===== src/rtl/ub_feeder_pkg.sv =====
// Shared types, default sizes and width helpers for the unified-buffer systolic feeder.
package ub_feeder_pkg;

   localparam int UB_DATA_WIDTH = 8;
   localparam int UB_NUM_BANKS  = 16;
   localparam int UB_BANK_DEPTH = 4096;

   function automatic int row_bits_f(input int depth);
      return (depth > 1) ? $clog2(depth) : 1;
   endfunction

   // One extra bit so a burst can cover every row of a bank.
   function automatic int len_bits_f(input int depth);
      return row_bits_f(depth) + 1;
   endfunction

   localparam int UB_ROW_BITS = row_bits_f(UB_BANK_DEPTH);

   typedef enum logic [1:0] {
      IDLE   = 2'd0,
      RUN    = 2'd1,
      FINISH = 2'd2
   } state_e;

   typedef struct packed {
      logic                   valid;
      logic [UB_ROW_BITS-1:0] addr;
   } req_t;

endpackage


===== src/rtl/ub_skew_chain.sv =====
// Shift register with global enable hold and both resets; stage i is the input delayed i+1 cycles.
module ub_skew_chain #(
   parameter int W      = 1,
   parameter int STAGES = 15
) (
   input  logic                     CLK,
   input  logic                     ASYNC_RST,
   input  logic                     SYNC_RST,
   input  logic                     EN,
   input  logic [W-1:0]             din,
   output logic [STAGES-1:0][W-1:0] dout
);

   logic [STAGES-1:0][W-1:0] stage_q;
   logic [STAGES-1:0][W-1:0] stage_d;

   always_comb begin
      stage_d = stage_q;
      if (SYNC_RST) begin
         stage_d = '0;
      end else if (EN) begin
         stage_d[0] = din;
         for (int i = 1; i < STAGES; i++) begin
            stage_d[i] = stage_q[i-1];
         end
      end
   end

   always_ff @(posedge CLK or negedge ASYNC_RST) begin
      if (!ASYNC_RST) begin
         stage_q <= '0;
      end else begin
         stage_q <= stage_d;
      end
   end

   assign dout = stage_q;

endmodule


===== src/rtl/ub_systolic_feeder.sv =====
// Burst read sequencer for the unified buffer with a per-bank diagonal skew and lane-valid return path.
module ub_systolic_feeder
   import ub_feeder_pkg::*;
#(
   parameter int  DATA_WIDTH = UB_DATA_WIDTH,
   parameter int  NUM_BANKS  = UB_NUM_BANKS,
   parameter int  BANK_DEPTH = UB_BANK_DEPTH,
   localparam int ROW_BITS   = row_bits_f(BANK_DEPTH),
   localparam int LEN_BITS   = len_bits_f(BANK_DEPTH)
) (
   input  logic                                 CLK,
   input  logic                                 ASYNC_RST,
   input  logic                                 SYNC_RST,
   input  logic                                 EN,
   input  logic                                 Start,
   input  logic [ROW_BITS-1:0]                  StartAddress,
   input  logic [LEN_BITS-1:0]                  Length,
   output logic                                 Busy,
   output logic                                 Done,
   output logic [NUM_BANKS-1:0]                 ReadValid,
   output logic [NUM_BANKS-1:0][ROW_BITS-1:0]   ReadAddress,
   input  logic signed [NUM_BANKS-1:0][DATA_WIDTH-1:0] ReadData,
   output logic [NUM_BANKS-1:0]                 LaneValid,
   output logic signed [NUM_BANKS-1:0][DATA_WIDTH-1:0] LaneData
);

   localparam int CNT_BITS = $clog2(BANK_DEPTH + NUM_BANKS);
   localparam int SKEW     = NUM_BANKS - 1;

   state_e              state_q, state_d;
   logic [LEN_BITS-1:0] rem_q, rem_d;
   logic [CNT_BITS-1:0] cnt_q, cnt_d;
   logic [CNT_BITS-1:0] last_q, last_d;
   logic                zero_q, zero_d;
   req_t                head_q, head_d;
   logic                lane0_q, lane0_d;

   req_t [SKEW-1:0]     req_skew;
   logic [SKEW-1:0]     lane_skew;
   logic [NUM_BANKS-1:0] lane_valid;

   // cnt counts enabled cycles since Start; the last lane's final beat lands when it reaches last.
   always_comb begin
      state_d = state_q;
      rem_d   = rem_q;
      cnt_d   = cnt_q;
      last_d  = last_q;
      zero_d  = zero_q;
      head_d  = head_q;
      lane0_d = lane0_q;
      if (SYNC_RST) begin
         state_d = IDLE;
         rem_d   = '0;
         cnt_d   = '0;
         last_d  = '0;
         zero_d  = 1'b0;
         head_d  = '0;
         lane0_d = 1'b0;
      end else if (EN) begin
         lane0_d = head_q.valid;
         case (state_q)
            RUN: begin
               cnt_d = cnt_q + CNT_BITS'(1);
               if (rem_q != '0) begin
                  head_d.valid = 1'b1;
                  head_d.addr  = head_q.addr + UB_ROW_BITS'(1);
                  rem_d        = rem_q - LEN_BITS'(1);
               end else begin
                  head_d.valid = 1'b0;
               end
               if (cnt_q == last_q) begin
                  state_d = FINISH;
               end
            end
            default: begin
               // FINISH is the Done cycle and accepts a new Start just like IDLE.
               state_d = IDLE;
               zero_d  = 1'b0;
               head_d  = '0;
               if (Start) begin
                  cnt_d = '0;
                  if (Length != '0) begin
                     state_d      = RUN;
                     head_d.valid = 1'b1;
                     head_d.addr  = StartAddress;
                     rem_d        = Length - LEN_BITS'(1);
                     last_d       = CNT_BITS'(Length) + CNT_BITS'(NUM_BANKS - 2);
                  end else begin
                     state_d = FINISH;
                     zero_d  = 1'b1;
                  end
               end
            end
         endcase
      end
   end

   always_ff @(posedge CLK or negedge ASYNC_RST) begin
      if (!ASYNC_RST) begin
         state_q <= IDLE;
         rem_q   <= '0;
         cnt_q   <= '0;
         last_q  <= '0;
         zero_q  <= 1'b0;
         head_q  <= '0;
         lane0_q <= 1'b0;
      end else begin
         state_q <= state_d;
         rem_q   <= rem_d;
         cnt_q   <= cnt_d;
         last_q  <= last_d;
         zero_q  <= zero_d;
         head_q  <= head_d;
         lane0_q <= lane0_d;
      end
   end

   ub_skew_chain #(
      .W      ($bits(req_t)),
      .STAGES (SKEW)
   ) u_req_skew (
      .CLK       (CLK),
      .ASYNC_RST (ASYNC_RST),
      .SYNC_RST  (SYNC_RST),
      .EN        (EN),
      .din       (head_q),
      .dout      (req_skew)
   );

   // LaneValid[b] trails LaneValid[b-1] by one cycle, same as the request skew.
   ub_skew_chain #(
      .W      (1),
      .STAGES (SKEW)
   ) u_lane_skew (
      .CLK       (CLK),
      .ASYNC_RST (ASYNC_RST),
      .SYNC_RST  (SYNC_RST),
      .EN        (EN),
      .din       (lane0_q),
      .dout      (lane_skew)
   );

   assign lane_valid = {lane_skew, lane0_q};

   always_comb begin
      ReadValid      = '0;
      ReadAddress    = '0;
      ReadValid[0]   = head_q.valid;
      ReadAddress[0] = head_q.addr;
      for (int b = 1; b < NUM_BANKS; b++) begin
         ReadValid[b]   = req_skew[b-1].valid;
         ReadAddress[b] = req_skew[b-1].addr;
      end
   end

   always_comb begin
      LaneData = '0;
      for (int b = 0; b < NUM_BANKS; b++) begin
         LaneData[b] = lane_valid[b] ? ReadData[b] : '0;
      end
   end

   assign LaneValid = lane_valid;
   assign Busy      = (state_q == RUN) || ((state_q == FINISH) && !zero_q);
   assign Done      = (state_q == FINISH);

endmodule


===== config.mk =====
export PLATFORM = sky130hd
export DESIGN_NAME = ub_systolic_feeder
export DESIGN_NICKNAME = d
export VERILOG_FILES = /design/src/rtl/ub_feeder_pkg.sv /design/src/rtl/ub_skew_chain.sv /design/src/rtl/ub_systolic_feeder.sv
export SDC_FILE = /design/constraint.sdc
export NUM_CORES = 1
export LEC_CHECK = 0
export ABC_AREA = 1
export ABC_CLOCK_PERIOD_IN_PS = 2150
export CORE_AREA = 3 3 198 200
export DETAILED_ROUTE_END_ITERATION = 8
export DIE_AREA = 0 0 201 203
export PLACE_DENSITY_LB_ADDON = 0.25
export SYNTH_ARGS = -nofsm -noshare
export SYNTH_HDL_FRONTEND = slang
export SYNTH_SLANG_ARGS = --single-unit

===== constraint.sdc =====
create_clock -name CLK -period 2.15 [get_ports CLK]
set_input_delay 0.43 -clock CLK [delete_from_list [all_inputs] [get_ports CLK]]
set_output_delay 0.43 -clock CLK [all_outputs]
set_load 0.02 [all_outputs]

* After elaboration in Yosys (flattened, before gate mapping)
Cells that the tools add are included.
** Word-level totals
- Logic and storage cells :: 120
- Flip-flop bits (word level) :: 266
- Output and inout port bits :: 354
- Input bits :: 158
** Cells by class
- Add/sub/neg operators :: 5
- Muxes and demuxes :: 55
- Reductions and logical operators :: 16
- Eq/ne operators :: 6
** Operators with widths (number)
- 195-bit 2-to-1 mux :: 2
- 13-bit 2-to-1 mux :: 20
- 8-bit 2-to-1 mux :: 16
- 15-bit 2-to-1 mux :: 2
- 13-bit nonzero test :: 2
- 13-bit by 1-bit subtractor with 13-bit output, second input constant :: 2
- 13-bit by 1-bit adder with 13-bit output, second input constant :: 1
- 13-bit by 4-bit adder with 13-bit output, second input constant :: 1
- 13-bit equality test :: 1
- 12-bit by 1-bit adder with 12-bit output, second input constant :: 1
- 12-bit 2-to-1 mux :: 1
- 2-bit 2-to-1 mux :: 6
- 1-bit 2-to-1 mux :: 8
- 2-bit AND reduction :: 4
- 4-bit AND reduction :: 2
- 3-bit != test, second input constant :: 2
- 2-bit nonzero test :: 3
- 3-bit nonzero test :: 2
- 2-bit by 1-bit equality test with 1-bit output, second input constant :: 1
- 2-bit equality test, second input constant :: 1
- 2-bit != test, second input constant :: 1
- 1-bit logical AND :: 1
- 1-bit zero test :: 1
- 1-bit logical OR :: 1

* Longest topological paths before layout
- Depth after elaboration :: 6
- Mapped depth :: 12
- Gate-level depth less buffers :: 11

* Hierarchy
From an unflattened synthesis, not the netlist that was laid out.
** Unflattened totals
- Cell total of the unflattened synthesis :: 1785
- Area total of the unflattened synthesis :: 13324.0 um^2
** Modules (own cells, without submodules)
- ub_skew_chain (u_req_skew) :: cells an instance 846, area each 7729.9 um^2, times used 1, seq. area each 4879.7 um^2
- ub_systolic_feeder :: cells an instance 873, area each 4981.0 um^2, times used 1, seq. area each 1401.3 um^2
- ub_skew_chain (u_lane_skew) :: cells an instance 66, area each 613.1 um^2, times used 1, seq. area each 375.4 um^2

* Worst setup path after synthesis
Ideal clock, no wire load.
- Path type :: register to register
- Start :: reg state_q[1]
- End :: reg rem_q[12]
- Path slack :: 0.495 ns
- Buffers on the path :: 1
- Data arrival time :: 1.538 ns
- Library setup time :: 0.117 ns
- Clock period less this slack :: 1.655 ns
- Cell stages (with the launch flop) :: 11
- Data required time :: 2.033 ns
- Cells stage by stage :: dfrtp_1 > nor2_1 > buf_2 > nand2_1 > nand2_1 > ha_1 > nand3_1 > nor2_1 > nand3_1 > nand3_1 > nand2_1
** On the way
- Cells in the longest elaborated chain, start to end :: 4
- Elaborated cells on any way between the ends :: 8
- Classes of those cells :: eq/ne: 2; mux: 3; reduce/logical: 3
** Ends and longest elaborated chain
- from (decl) :: RTL line ub_systolic_feeder.sv:30 : state_e state_q, state_d;
- from (signal assigned) :: RTL line ub_systolic_feeder.sv:108 : state_q <= state_d;
- 2-bit by 1-bit equality test with 1-bit output (*) :: RTL line ub_systolic_feeder.sv:61 : case (state_q)
- 13-bit 2-to-1 mux :: RTL line ub_systolic_feeder.sv:61
- 13-bit 2-to-1 mux :: RTL line ub_systolic_feeder.sv:59 : end else if (EN) begin
- 13-bit 2-to-1 mux :: RTL line ub_systolic_feeder.sv:51 : if (SYNC_RST) begin
- to (signal assigned) :: RTL line ub_systolic_feeder.sv:109 : rem_q <= rem_d;
- to (decl) :: RTL line ub_systolic_feeder.sv:31 : logic [LEN_BITS-1:0] rem_q, rem_d;
Every way passes the cells marked *; elsewhere a longest branch is shown, timed or not. The select of a mux whose other input is x is not followed.
A chain may end at the register's enable or synchronous reset.

==> qor.txt <==
Final nets -> 2315
Syn Inst Count -> 1620
Clock skew -> 0.0126 ns
Mapped Area -> 0.0123 sq mm
IO buf count -> 511
Worst rel slew slack -> 0.520
Max Used Layer -> met4
Post-synthesis sequential area ratio -> 0.510
Flop-to-flop setup slack -> 0.26 ns
Post-synth cell types -> 33
Pre-CTS WS -> -0.165 ns
CP Launch Type -> flop
Post-synth top area share -> 0.510
FFs w/ async S/R, synth -> 1.00
Fill count -> 3683
Row count -> 71
Initial antenna violation count -> 16
Minimum clock period -> 2.11 ns
HP Start -> EN
FF-to-FF Start -> state_q[1]$_DFFE_PN0P_
Crit path max fanout -> 7
Vias in the first global route -> 12425
Final hold viol count -> 0
H-tree depth -> 1
Layout cell share with drive strength beyond 1 -> 0.0966
Finished Core Util -> 0.519
Static leakage -> 10.3 nW
Die Width -> 201 microns
Worst setup margin -> 0.0400 ns
Worst hold endpoint -> u_req_skew.dout[15]$_DFFE_PN0N_
Actual slew at the worst max-slew pin -> 0.720 ns
Synth Warn # -> 0
Reg2Reg Depth -> 11
Post-route ant nets -> 0
Final period util -> 0.981
Syn Nets -> 1782
Vias/cell -> 4.79
CP arrival -> 1.68 ns
Ys flop type -> dfrtp_1
Fin cells -> 2695
RSZ-0062 raised after global routing -> false
Most frequent cells in the layout -> nand2_1 (360), clkdlybuf4s50_1 (345), inv_1 (281)
Worst Hold Class -> primary input to flop
Crit-path slowest cell -> dlygate4sd2_1
Hold depth -> 2
Crit-path max cell delay -> 0.50 ns
Seq cells post-synth -> 251
Cell Pwr Density -> 681 mW/mm^2
Routed wl met2 -> 29.2 mm
Hpwl dp -> 48.0 mm
DRC -> 0
Post-synth EDFFs -> 0
Most common cell after layout, fill and taps aside -> nand2_1
CP cell instances -> buf_2 > dlygate4sd2_1
Avg WL per Cell -> 22.4 microns
RR Endpoint -> rem_q[12]$_DFFE_PN0P_
Final setup fails -> 0
Wirelength, routed -> 60.2 mm
Placer Congestion -> 0.969
Max-slew violations -> 0
Worst-Skew Late Latency -> 0.54 ns
Area delta synth->final -> 58.2%
Avg Inst Size Synth -> 7.60 sq um
GRT Util Overall -> 0.284
WP data required -> 1.72 ns
CTS buffer count -> 28
CTS max path bufs -> 3
DR vias -> 12910
Outcome -> finished clean
Initial DRT Pass Iterations -> 5
Placed insts -> 2609
Max Cap Viol -> 0
First-pass GRT wire length -> 86.6 mm
Largest area contributor in the netlist -> dfrtp_1
Largest net degree at the start of global routing -> 160
CTS root buffer -> clkbuf_16
WL met3 -> 3.20 mm
Synth top area cells -> dfrtp_1 (51%), nand2_1 (11%), o21ai_0 (9.2%), inv_1 (8.6%), nand3_1 (6.5%)
CP Capture Type -> output port
Met1 WL -> 25.8 mm
CTS tree -> done
IO Pins -> 512
WS Path Type -> flop to output port
Die Ht -> 203 microns
Clock-pin slew on the worst setup and hold paths -> 0.06 ns
Peak VDD IR -> 557 uV
1st-iter DRT viols -> 1020
Die area -> 0.0408 sq mm
Fmax -> 474 MHz
Core area -> 0.0376 sq mm
Grt ovf -> 0
Reg area -> 0.00630 sq mm
Clock sinks -> 251
Starting density of the core -> 0.328
Multi-input gate area -> 0.00448 sq mm
worst max path at each step:
stage,cells past startpoint,slack [ns],start,end
floorplan,10,0.49,state_q[1]$_DFFE_PN0P_,rem_q[12]$_DFFE_PN0P_
global placement,5,-0.17,ReadData[115],LaneData[115]
detailed placement,5,-0.17,ReadData[115],LaneData[115]
CTS,3,-0.05,u_lane_skew.dout[2]$_DFFE_PN0N_,ReadValid[4]
global route,3,0.00004,u_req_skew.dout[25]$_DFFE_PN0N_,LaneData[13]
finish,2,0.04,u_lane_skew.dout[9]$_DFFE_PN0N_,ReadValid[11]
worst max-delay path, delay by kind of cell, from the launching register on:
family,cells,cell delay [ns]
buffers and inverters,2,0.71
DFF,1,0.44
per-stage QoR:
stage / total power [W] / TNS, ns / instance area, sq um / hold slack (ns)
floorplan: 0.00660 / 0 / 12300 / 0.134
global placement: 0.00817 / -2.04 / 18400 / 0.441
detailed placement: 0.00819 / -2.26 / 18400 / 0.447
CTS: 0.0134 / -0.0517 / 19400 / 0.154
global route: 0.0139 / 0 / 19500 / 0.167
finish: 0.0133 / 0 / 19500 / 0.184
layout make-up:
| class | instances | area share |
|---|---|---|
| clock inverters | 16 | 0.0111 |
| clock buffers | 36 | 0.0401 |
| flip-flops and latches | 251 | 0.323 |
| well taps | 511 | 0.0328 |
| repair buffers | 611 | 0.306 |
| diodes | 9 | 0.00116 |
| multi-input cells | 974 | 0.230 |
| inverters | 287 | 0.0557 |
synthesized netlist by cell type, types with 2 or more instances:
master	instances
nand3_1	160
nor3_1	3
nand2_1	364
nand3b_1	2
a21oi_1	107
nand2_4	2
nor2_1	66
dfrtp_1	251
inv_2	4
ha_1	4
buf_1	8
nor2_2	3
o21ai_0	227
buf_4	17
o21ai_1	5
xnor2_1	3
nand2_2	3
buf_2	16
inv_1	282
o22ai_1	8
xor2_1	6
clkbuf_1	67
nand4_1	2
sequential cells by signal, indices dropped and copies added, names as in the netlist:
| register | cells |
|---|---|
| ReadAddress | 12 |
| u_lane_skew.dout | 13 |
| cnt_q | 13 |
| lane0_q | 1 |
| last_q | 13 |
| ReadValid | 1 |
| zero_q | 1 |
| rem_q | 13 |
| state_q | 2 |
| u_req_skew.dout | 182 |
kinds of logic after synthesis:
logic type	Yosys count	synth area share
AOI/OAI and AO/OA	352	0.145
xor gates and xnor gates	9	0.00640
buffers and inverters	395	0.127
DFF	251	0.510
and+or+nand+nor	609	0.207
adders and majority gates	4	0.00406
power by group:
part           internal (W)  switching (W)  leakage [nW]
Clock               0.00317        0.00201         0.498
Combinational       0.00116        0.00164          6.39
Sequential          0.00501       0.000290          3.38
routing by layer:
metal	track usage	vias to the layer above
met5	0	-
met4	0.0999	0
met3	0.0407	78
met2	0.481	491
met1	0.373	6180
li1	-	6161
timing repair:
| item | 4_1_cts | 5_1_grt |
|---|---|---|
| setup endpoints to repair | 144 | 24 |
| endpoints found under the hold margin | 69 | 0 |
| gates resized for setup | 151 | 22 |
| hold buffers | 1 | 0 |
| setup buffers | 23 | 1 |
Note: power is estimated with default switching activity, not from simulation.
